File: config.mk
export PLATFORM = sky130hd
export DESIGN_NAME = uart_json_rx
export DESIGN_NICKNAME = d
export VERILOG_FILES = /design/src/rtl/uart_json_pkg.sv /design/src/rtl/uart_rx.sv /design/src/rtl/uart_json_rx.sv
export SDC_FILE = /design/constraint.sdc
export NUM_CORES = 1
export LEC_CHECK = 0
export CAP_MARGIN = 10
export CORE_MARGIN = 5
export CORE_UTILIZATION = 45
export DETAILED_ROUTE_END_ITERATION = 12
export HOLD_SLACK_MARGIN = 0.03
export PLACE_DENSITY = 0.69
export SLEW_MARGIN = 20
export SYNTH_ARGS = -nofsm -noshare
export SYNTH_HDL_FRONTEND = slang
export SYNTH_SLANG_ARGS = --single-unit
File: constraint.sdc
create_clock -name clk -period 8.48 [get_ports clk]
set_input_delay 0.848 -clock clk [delete_from_list [all_inputs] [get_ports clk]]
set_output_delay 0.848 -clock clk [all_outputs]
set_load 0.01 [all_outputs]
File: src/rtl/uart_json_pkg.sv
// Shared types and ASCII constants for the JSON-over-UART receive path.
package uart_json_pkg;

    typedef enum logic [2:0] {
        ST_IDLE,
        ST_KQ1,
        ST_KEY,
        ST_KQ2,
        ST_COLON,
        ST_INT,
        ST_FRAC,
        ST_NL
    } parse_state_t;

    typedef enum logic [1:0] {
        KEY_IDX_T,
        KEY_IDX_L,
        KEY_IDX_R
    } key_idx_t;

    localparam logic [7:0] LBRACE  = 8'h7B;
    localparam logic [7:0] RBRACE  = 8'h7D;
    localparam logic [7:0] QUOTE   = 8'h22;
    localparam logic [7:0] COLON   = 8'h3A;
    localparam logic [7:0] COMMA   = 8'h2C;
    localparam logic [7:0] DOT     = 8'h2E;
    localparam logic [7:0] NEWLINE = 8'h0A;
    localparam logic [7:0] KEY_T   = 8'h54;
    localparam logic [7:0] KEY_L   = 8'h4C;
    localparam logic [7:0] KEY_R   = 8'h52;

endpackage

File: src/rtl/uart_rx.sv
// 8N1 UART receiver: 2-flop synchroniser, mid-bit sampling, glitch-rejecting start detect.
module uart_rx #(
    parameter int CLKS_PER_BIT = 434,
    parameter int BITS_N       = 8
) (
    input  logic              clk,
    input  logic              rst,
    input  logic              uart_in,
    output logic [BITS_N-1:0] rx_data,
    output logic              rx_valid,
    output logic              rx_ferr
);

    localparam int CW = (CLKS_PER_BIT > 1) ? $clog2(CLKS_PER_BIT) : 1;
    localparam int IW = (BITS_N > 1) ? $clog2(BITS_N) : 1;
    localparam logic [CW-1:0] HALF_M1  = CW'(CLKS_PER_BIT / 2 - 1);
    localparam logic [CW-1:0] FULL_M1  = CW'(CLKS_PER_BIT - 1);
    localparam logic [IW-1:0] LAST_IDX = IW'(BITS_N - 1);

    typedef enum logic [1:0] {RX_IDLE, RX_START, RX_DATA, RX_STOP} rx_state_t;

    rx_state_t         r_state;
    logic              r_sync1, r_sync2, r_prev;
    logic [CW-1:0]     r_cnt;
    logic [IW-1:0]     r_idx;
    logic [BITS_N-1:0] r_shift;
    logic [BITS_N-1:0] r_data;
    logic              r_valid, r_ferr;

    always_ff @(posedge clk) begin
        r_valid <= 1'b0;
        r_ferr  <= 1'b0;
        if (rst) begin
            r_sync1 <= 1'b1;
            r_sync2 <= 1'b1;
            r_prev  <= 1'b1;
            r_state <= RX_IDLE;
            r_cnt   <= '0;
            r_idx   <= '0;
        end else begin
            r_sync1 <= uart_in;
            r_sync2 <= r_sync1;
            r_prev  <= r_sync2;
            case (r_state)
                RX_IDLE: begin
                    if (r_prev && !r_sync2) begin
                        r_state <= RX_START;
                        r_cnt   <= '0;
                    end
                end
                RX_START: begin
                    // Line back high at mid start bit means it was a glitch.
                    if (r_cnt == HALF_M1) begin
                        r_cnt   <= '0;
                        r_idx   <= '0;
                        r_state <= r_sync2 ? RX_IDLE : RX_DATA;
                    end else begin
                        r_cnt <= r_cnt + 1'b1;
                    end
                end
                RX_DATA: begin
                    if (r_cnt == FULL_M1) begin
                        r_cnt   <= '0;
                        r_shift <= {r_sync2, r_shift[BITS_N-1:1]};
                        if (r_idx == LAST_IDX) r_state <= RX_STOP;
                        else                   r_idx   <= r_idx + 1'b1;
                    end else begin
                        r_cnt <= r_cnt + 1'b1;
                    end
                end
                default: begin
                    if (r_cnt == FULL_M1) begin
                        r_cnt   <= '0;
                        r_state <= RX_IDLE;
                        if (r_sync2) begin
                            r_valid <= 1'b1;
                            r_data  <= r_shift;
                        end else begin
                            r_ferr <= 1'b1;
                        end
                    end else begin
                        r_cnt <= r_cnt + 1'b1;
                    end
                end
            endcase
        end
    end

    assign rx_data  = r_data;
    assign rx_valid = r_valid;
    assign rx_ferr  = r_ferr;

endmodule

File: src/rtl/uart_json_rx.sv
// Parses {"T":x,"L":y,"R":z}\n frames from UART into hundredths fixed-point registers.
module uart_json_rx
    import uart_json_pkg::*;
#(
    parameter int CLKS_PER_BIT = 434,
    parameter int BITS_N       = 8,
    parameter int VAL_W        = 16
) (
    input  logic             clk,
    input  logic             rst,
    input  logic             uart_in,
    output logic [VAL_W-1:0] t_value,
    output logic [VAL_W-1:0] l_value,
    output logic [VAL_W-1:0] r_value,
    output logic             frame_valid,
    output logic             frame_error,
    output logic [7:0]       byte_data,
    output logic             busy
);

    function automatic logic [VAL_W-1:0] mul10(input logic [VAL_W-1:0] a);
        return (a << 3) + (a << 1);
    endfunction

    // acc holds every digit seen; rescale by how many fraction digits it contains.
    function automatic logic [VAL_W-1:0] to_hundredths(input logic [VAL_W-1:0] acc,
                                                       input logic in_frac,
                                                       input logic [1:0] frac_cnt);
        if (!in_frac)          return mul10(mul10(acc));
        else if (frac_cnt == 2'd1) return mul10(acc);
        else                   return acc;
    endfunction

    logic [BITS_N-1:0] w_rx_data;
    logic              w_rx_valid, w_rx_ferr;

    uart_rx #(.CLKS_PER_BIT(CLKS_PER_BIT), .BITS_N(BITS_N)) u_rx (
        .clk     (clk),
        .rst     (rst),
        .uart_in (uart_in),
        .rx_data (w_rx_data),
        .rx_valid(w_rx_valid),
        .rx_ferr (w_rx_ferr)
    );

    parse_state_t     r_state;
    key_idx_t         r_key;
    logic [VAL_W-1:0] r_acc, r_sh_t, r_sh_l, r_sh_r;
    logic [2:0]       r_seen;
    logic [1:0]       r_int_cnt, r_frac_cnt;
    logic [VAL_W-1:0] r_t, r_l, r_r;
    logic             r_fv, r_fe;
    logic [7:0]       r_byte;

    logic             w_is_digit, w_in_frac, w_digit_full, w_term_ok, w_is_term;
    logic [VAL_W-1:0] w_acc_next, w_term_val;

    assign w_is_digit   = (w_rx_data >= 8'h30) && (w_rx_data <= 8'h39);
    assign w_in_frac    = (r_state == ST_FRAC);
    assign w_digit_full = w_in_frac ? (r_frac_cnt == 2'd2) : (r_int_cnt == 2'd2);
    assign w_term_ok    = w_in_frac ? (r_frac_cnt != 2'd0) : (r_int_cnt != 2'd0);
    assign w_is_term    = (w_rx_data == COMMA) || (w_rx_data == RBRACE);
    assign w_acc_next   = mul10(r_acc) + {{(VAL_W-4){1'b0}}, w_rx_data[3:0]};
    assign w_term_val   = to_hundredths(r_acc, w_in_frac, r_frac_cnt);

    always_ff @(posedge clk) begin
        r_fv <= 1'b0;
        r_fe <= 1'b0;
        if (rst) begin
            r_state <= ST_IDLE;
            r_t     <= '0;
            r_l     <= '0;
            r_r     <= '0;
            r_byte  <= '0;
        end else if (w_rx_valid) begin
            r_byte <= w_rx_data;
            if (w_rx_data == LBRACE) begin
                r_seen  <= '0;
                r_sh_t  <= '0;
                r_sh_l  <= '0;
                r_sh_r  <= '0;
                r_state <= ST_KQ1;
            end else begin
                case (r_state)
                    ST_IDLE: ;
                    ST_KQ1, ST_KQ2: begin
                        if (w_rx_data == QUOTE) r_state <= (r_state == ST_KQ1) ? ST_KEY : ST_COLON;
                        else begin r_state <= ST_IDLE; r_fe <= 1'b1; end
                    end
                    ST_KEY: begin
                        r_state <= ST_KQ2;
                        case (w_rx_data)
                            KEY_T:   r_key <= KEY_IDX_T;
                            KEY_L:   r_key <= KEY_IDX_L;
                            KEY_R:   r_key <= KEY_IDX_R;
                            default: begin r_state <= ST_IDLE; r_fe <= 1'b1; end
                        endcase
                    end
                    ST_COLON: begin
                        r_acc      <= '0;
                        r_int_cnt  <= '0;
                        r_frac_cnt <= '0;
                        if (w_rx_data == COLON) r_state <= ST_INT;
                        else begin r_state <= ST_IDLE; r_fe <= 1'b1; end
                    end
                    ST_INT, ST_FRAC: begin
                        if (w_is_digit && !w_digit_full) begin
                            r_acc <= w_acc_next;
                            if (w_in_frac) r_frac_cnt <= r_frac_cnt + 2'd1;
                            else           r_int_cnt  <= r_int_cnt + 2'd1;
                        end else if (w_rx_data == DOT && !w_in_frac) begin
                            r_state <= ST_FRAC;
                        end else if (w_is_term && w_term_ok) begin
                            case (r_key)
                                KEY_IDX_T: begin r_sh_t <= w_term_val; r_seen[0] <= 1'b1; end
                                KEY_IDX_L: begin r_sh_l <= w_term_val; r_seen[1] <= 1'b1; end
                                default:   begin r_sh_r <= w_term_val; r_seen[2] <= 1'b1; end
                            endcase
                            r_state <= (w_rx_data == COMMA) ? ST_KQ1 : ST_NL;
                        end else begin
                            r_state <= ST_IDLE;
                            r_fe    <= 1'b1;
                        end
                    end
                    default: begin
                        r_state <= ST_IDLE;
                        if (w_rx_data == NEWLINE && (&r_seen)) begin
                            r_t  <= r_sh_t;
                            r_l  <= r_sh_l;
                            r_r  <= r_sh_r;
                            r_fv <= 1'b1;
                        end else begin
                            r_fe <= 1'b1;
                        end
                    end
                endcase
            end
        end else if (w_rx_ferr && r_state != ST_IDLE) begin
            r_state <= ST_IDLE;
            r_fe    <= 1'b1;
        end
    end

    assign t_value     = r_t;
    assign l_value     = r_l;
    assign r_value     = r_r;
    assign frame_valid = r_fv;
    assign frame_error = r_fe;
    assign byte_data   = r_byte;
    assign busy        = (r_state != ST_IDLE);

endmodule

After elaboration in Yosys (flattened, before gate mapping):

Cells that the tools add are included.
W data, S select, Z words.

* flip-flop bits (word level): 169
* latch bits: 0
* RAM bits: 0
* bits in read-only memories: 0
* bits of input ports: 3
* output and inout bits: 59
* logic and storage cells: 204
* memories: 0

* $add $sub $neg: 7
* $mul: 0
* divide/modulo/power cells: 0
* order comparisons: 2
* equal/unequal tests: 38
* shifts and indexed selects: 0
* mux-type cells: 76
* bitwise logic cells: 6
* reductions and logical operators: 48

Operators by type and width (number)
* $mux W16: 18
* $mux W3: 17
* $eq A8 B7 Y1 const B: 5
* $add A16 B16 Y16: 2
* $eq A8 B6 Y1 const B: 4
* $pmux W16 S2: 1
* $mux W9: 3
* $mux W2: 11
* $reduce_and A7 Y1: 3
* $mux W1: 18
* $pmux W9 S2: 1
* $reduce_bool A2 Y1: 9
* $add A16 B4 Y16: 1
* $pmux W3 S5: 1
* $reduce_and A5 Y1: 3
* $eq A3 B3 Y1 const B: 4
* $ne A2 B2 Y1 const B: 6
* $pmux W2 S3: 2
* $reduce_and A4 Y1: 3
* $reduce_and A6 Y1: 2
* $ne A2 B1 Y1 const B: 5
* $reduce_or A10 Y1: 1
* $add A9 B1 Y9 const B: 1
* $eq A9 B8 Y1 const B: 1
* other kinds (27): 55

Depth between registers and ports, before layout:

Gate-level depths: netlist of the first run.

* depth in word-level cells: 9
* depth in mapped cells: 15
* mapped depth without buffers: 15

Modules after synthesis:

From an unflattened synthesis of the first run, not the netlist that was laid out.

* cell total of the unflattened synthesis: 870
* area total of the unflattened synthesis: 8541.9 µm²

By module, submodules not included
* uart_json_rx: instances 1, cells an instance 724, area each 6952.9 µm², seq. area each 3413.3 µm²
* uart_rx: instances 1, cells an instance 146, area each 1589.0 µm², seq. area each 860.8 µm²

Least setup slack after synthesis of the first run:

No wires, ideal clock.

* kind: register to register
* start point: register r_acc[0]
* end point: register r_sh_l[15], data pin
* setup time: 262 ps
* data arrival time: 3526 ps
* data required time: 8218 ps
* setup slack: 4692 ps
* stages on the path, launching flop included: 16
* path buffers: 0
* clock period less this slack: 3788 ps
* cells stage by stage: edfxtp_1 ha_1 fa_1 a21o_1 nand4_1 nand2_1 xnor2_1 inv_1 ha_1 o21a_1 nor2_1 a21oi_1 nor2_1 o31a_2 or3_1 a41o_1

* cells in the longest elaborated chain, start to end: 8
* elaborated cells between the ends (all ways): 9
* those cells by class: add/sub: 2; mux: 7

Ends and longest elaborated chain
* start, declared: RTL line uart_json_rx.sv:48 `logic [VAL_W-1:0] r_acc, r_sh_t, r_sh_l, r_sh_r;`
* start signal, assigned: RTL line uart_json_rx.sv:108 `r_acc <= w_acc_next;`
* $add A16 B16 Y16 (*): RTL line uart_json_rx.sv:22 `return (a << 3) + (a << 1);`
* $add A16 B16 Y16 or $mux W16 (tied branches): RTL line uart_json_rx.sv:22, uart_json_rx.sv:30
* $mux W16 (*): RTL line uart_json_rx.sv:29 `if (!in_frac) return mul10(mul10(acc));`
* $mux W16 (*): RTL line uart_json_rx.sv:114 `case (r_key)`
* $mux W16 (*): RTL line uart_json_rx.sv:113 `end else if (w_is_term && w_term_ok) begin`
* $mux W16 (*): RTL line uart_json_rx.sv:111 `end else if (w_rx_data == DOT && !w_in_frac) begin`
* $mux W16 (*): RTL line uart_json_rx.sv:107 `if (w_is_digit && !w_digit_full) begin`
* $mux W16 (*): RTL line uart_json_rx.sv:84 `case (r_state)`
* end signal, assigned: RTL line uart_json_rx.sv:80 `r_sh_l <= '0;`
* end signal, assigned: RTL line uart_json_rx.sv:116 `KEY_IDX_L: begin r_sh_l <= w_term_val; r_seen[1] <= 1'b1; end`
* end, declared: RTL line uart_json_rx.sv:48

Every way passes the cells marked *; elsewhere a longest branch is shown, timed or not. The select of a mux whose other input is x is not followed.
A chain may end at the register's enable or synchronous reset.

Worst setup path after layout of the first run:

Same ends and word-level chain as after synthesis.

==> results of run 1 <==
worst max-delay path, delay by kind of cell, from the launching register on:
kind	cells	cell delay (ps)
DFF	1	510
xor gates and xnor gates	1	390
adders and majority gates	3	1120
and+or+nand+nor	5	620
AOI/OAI and AO/OA	5	1080
buffers and inverters	1	230
stage by stage:
step                cells  cell area [um2]  power, uW   util
global placement     1087             8950        885  0.502
floorplan             821             8100        881      -
CTS                  1119             9550       1660  0.535
detailed placement   1087             8950        885  0.502
finish               1119             9560       1640  0.536
global route         1119             9560       1700  0.536
logic make-up after synthesis:
logic type                 synth area share
muxes                                0.0284
adders and majority gates            0.0581
and+or+nand+nor                       0.177
AOI/OAI and AO/OA                     0.130
DFF                                   0.527
buffers and inverters                0.0320
xor gates and xnor gates             0.0476
metal layers:
layer / routed length, um / global-route usage
met2: 7970 / 0.268
met3: 823 / 0.0370
met5: 0 / 0
met4: 193 / 0.0457
met1: 8320 / 0.244
worst paths after layout:
path	startpoint	to	depth (start not counted)
max	r_acc[0]	r_sh_l[15]	15
min	u_rx.r_shift[0]	u_rx.rx_data[0]	0
max reg2reg	r_acc[0]	r_sh_l[15]	15
min reg2reg	u_rx.r_shift[0]	u_rx.rx_data[0]	0
final cells by class:
class                           count  area share
Sequential cell                   169       0.447
Multi-Input combinational cell    584       0.374
Timing Repair Buffer               73      0.0728
Clock buffer                       22      0.0520
Tap cell                          229      0.0300
Inverter                           32      0.0126
Clock inverter                     10      0.0110
registers in the layout, summed over array words and instances (netlist names), 8 cells and up:
name,flops
r_acc,16
t_value,16
r_sh_l,16
byte_data,8
u_rx.r_cnt,9
r_value,16
r_sh_r,16
u_rx.rx_data,8
l_value,16
r_sh_t,16
u_rx.r_shift,8
power groups by stage:
| stage | Sequential, uW | Clock (uW) | Combinational, uW |
|---|---|---|---|
| 4_1_cts | 854 | 793 | 13.1 |
| 2_1_floorplan | 872 | 0 | 9.42 |
| 6_report | 854 | 776 | 13.1 |
| 3_3_place_gp | 872 | 0 | 13.1 |
| 3_5_place_dp | 872 | 0 | 13.1 |
| 5_1_grt | 854 | 828 | 14.3 |
placed cells by master, fill, tap and decap left out, drive strengths merged, types with 30 or more instances in the layout:
cell type,Yosys,final
clkdlybuf4s50,0,60
edfxtp,89,89
dfxtp,80,80
a21oi,79,79
ha,32,32
inv,31,35
xnor2,30,30
nor2,86,86
nand2,131,131
==> out/metrics.cfg, run 1 <==
[status]
status=finished, final reports clean

[global_route]
grt_overflow=0
antenna_found_initial=0
grt_max_degree=71
grt_pass1_wl_um=28100
grt_use_total=0.171
grt_pass1_vias=5418

[finish]
drive_above_1_share=0.0697
n_antenna_cell=0
multiInputGateArea_um2=3580
fillCellCount=1621
final_nets=915
areaGrowthSynthToFinish_pct=17.9
seq_area_um2=4270

[worst_setup_path]
required_ps=8650
cp-end-kind=flop
critPathSlowestCell=edfxtp_1
worstSetupPathType=reg -> reg
startpoint_type=flop
slowest_delay_ps=510
r2r_slack_ps=4270
cp.arrival_ps=4380
cp_max_fo=7
crit_chain=ha_1, fa_1, a21o_1, nand4_1, nand2_1, xnor2_1, inv_1, ha_1, o21a_1, nor2_1, a21oi_1, nor2_1, o31a_2, or3_1, a41o_1

[min_path]
hp-class=reg -> reg

[timing]
layout_setup_ws_ps=4270
final-max-slew-violation-count=0
hold_viol=0
finalSetupViolations=0
final.setup_skew_ps=6.86
finalCritPeriodShare=0.496
whs_ps=424
relSlewSlack=0.438
tns_ps=0
rsz0062_at_grt=false
fmax_mhz=238
worstMarginPinSlew_ps=822
period_needed_ps=4210

[die]
die_y_um=144
start_util=0.454
die_area_um2=20800
coreArea_um2=17800
ios=62
fp-row-count=49
die_x_um=144

[route]
first_pass_iters=4
wl_per_cell_um=15.5
vias=5999
vias_per_cell=5.36
drtIter0Drc=311
antenna_left=0
drc_errors=0
wirelength_um=17300

[clock_tree]
cts.clk_slew.worst_paths_ps=60
hold_buffers=0
clock-sinks=169
cts_resized=0
cts_setup_buffers=0
root_buffer=clkbuf_16
clock_path_buffers=2
cts_max_level=4
clkLatencyLatePin_ps=430
cts_tree=yes
numCtsBuffers=17

[synth]
ys_ff_latch=169
yosys.cell_types.count=67
yosys_warnings=0
syn_avg_cell_area_um2=9.87
syn_inst=821
synth.most_common_cell=nand2_1
ys_seq_area_frac=0.527
synth-main-ff-cell=edfxtp_1
async_flop_share=0
netlist_area_um2=8100
yosysTopAreaCell=edfxtp_1
synthTopCellsByArea=edfxtp_1, dfxtp_1, nand2_1
synth_edf_count=89
syn-num-nets=859
synth_top_area_frac=0.330
yosys-top-cells-count=nand2_1, edfxtp_1, nor2_1

[pwr]
p_per_area_nw_per_um2=172
switchingPower_uw=335
swShare=0.204
p_comb_frac=0.008
vdd_drop_max_mv=0.144
p_seq_frac=0.520
intPower_uw=1310
power.leakage_uw=0.00337
clockPowerShare=0.472

[placement]
pre_cts_ws_ps=4270
port_buffers=61
dp_hpwl_um=12300
place.gp.congestion=0.858

[run]
drv_cap=0

Note: power is estimated with default switching activity, not from simulation.
==> run 2: changes to the inputs <==
Settings changed: PLACE_DENSITY 0.69 to 0.72.
Clock period 8.48 ns to 3.66 ns, I/O delays scaled along.
==> out/metrics.cfg, run 2 (synthesized netlist as in run 1, its figures left out) <==
[status]
status=finished, final reports clean

[global_route]
grt_pass1_wl_um=28800
grt.busiest_layer=met2
grt_pass1_vias=5664
antenna_found_initial=0
grt_max_degree=51
use_met1=0.248
use_met2=0.270
met3_usage=0.0384
grt_overflow=0
grt_use_total=0.174

[timing]
relSlewSlack=0.309
period_needed_ps=3570
finalSetupViolations=0
rsz0062_at_grt=true
hold_viol=0
final.setup_skew_ps=11.3
whs_ps=389
finalCritPeriodShare=0.974
fmax_mhz=281
final-max-slew-violation-count=0
worstMarginPinSlew_ps=1030

[pwr]
power.leakage_uw=0.00349
p_per_area_nw_per_um2=381
vdd_drop_max_mv=0.346

[placement]
place.gp.congestion=0.855
port_buffers=61
dp_hpwl_um=12500
place_area_um2=9160
placed_cells=1107

[finish]
drive_above_1_share=0.120
fin_cells=1146
areaGrowthSynthToFinish_pct=21.5
mostFrequentLayoutCells=nand2_1, edfxtp_1, nor2_1
final_nets=942
layout_commonest_cell=nand2_1
n_antenna_cell=0
design_area_um2=9850

[worst_setup_path]
crit_chain=ha_2, fa_2, a21o_1, a21oi_2, xnor2_2, ha_2, nor2_1, o21a_1, nor3_1, mux2i_1, a21oi_2, nor2_1, o31a_2, or3_1, a41o_1
critPathSlowestCell=edfxtp_1
r2r_slack_ps=90
cp-end-kind=flop
startpoint_type=flop
worstSetupPathType=reg -> reg
path_delay_family=compound AO/OA/AOI/OAI gates
cp_num_buf_inv=0
slowest_delay_ps=440
cp.arrival_ps=3730
cp_max_fo=4
required_ps=3830

[clock_tree]
numCtsBuffers=17
root_buffer=clkbuf_16
cts_tree=yes
clock-sinks=169
clkLatencyLatePin_ps=430
cts.clk_slew.worst_paths_ps=70
clock_path_buffers=2
hold_buffers=0
cts_max_level=4

[die]
die_x_um=144
die_y_um=144
start_util=0.454
die_area_um2=20800
fp-row-count=49
ios=62
coreArea_um2=17800

[route]
vias_per_cell=5.36
drtIter0Drc=401
antenna_left=0
drc_errors=0
wl_per_cell_um=15.2
first_pass_iters=4
vias=6140
wirelength_um=17400

[min_path]
hp-class=in -> reg

[run]
drv_cap=0

==> run 2: cell count changes in the layout (fill, tap and decap cells not counted), moves of 3 or more <==
cell and change:
xnor2_2 +4, ha_1 -7, clkbuf_8 +3, inv_1 -3, buf_4 +27, inv_2 +3
ha_2 +3, ha_4 +4, xnor2_1 -4
==> run 2: what timing repair did <==
| action | in CTS | in global routing |
|---|---|---|
| setup buffers | 3 | 4 |
| resized for setup | 0 | 10 |
| gates cloned | 0 | 0 |
| pin swaps | 0 | 3 |
| endpoints found under the setup margin | 3 | 12 |
==> run 2: per-stage QoR <==
stage          total power (uW)  setup WS (ps)  utilization  setup TNS (ps)
4_1_cts                    3790           4.94        0.548               0
5_1_grt                    3880          -59.8        0.552            -179
2_1_floorplan              2040           45.6            -               0
6_report                   3750           94.9        0.552               0
3_5_place_dp               2050           12.0        0.514               0
3_3_place_gp               2050           77.8        0.514               0
==> run 2: final timing paths <==
check,startpoint,to,cells after the start
worst min register to register,u_rx.r_sync1,u_rx.r_sync2,1
worst max register to register,r_acc[2],r_sh_t[15],15
worst max-delay path,r_acc[2],r_sh_t[15],15
worst min-delay path,rst,r_state[0],2
==> run 2: area by class of cell <==
type	instances	area (um2)
clock buffers	22	505
inverters	32	120
flip-flops and latches	169	4270
clock inverters	10	78.8
multi-input cells	584	3680
fillers	1538	7990
well taps	229	287
repair buffers	100	898
==> run 2: layer usage <==
metal	vias to the layer above	part of all wire	wire length, um
met1	2912	0.48	8380
met2	130	0.46	8090
met5	-	0	0
li1	3076	-	-
met3	22	0.041	720
met4	0	0.013	235
==> run 2: power breakdown <==
part / leakage (uW) / total, uW / internal (uW) / switching [uW]
registers: 0.00149 / 1980 / 1980 / 2.47
clock network: 0.000295 / 1740 / 993 / 749
logic: 0.00170 / 29.3 / 7.16 / 22.1
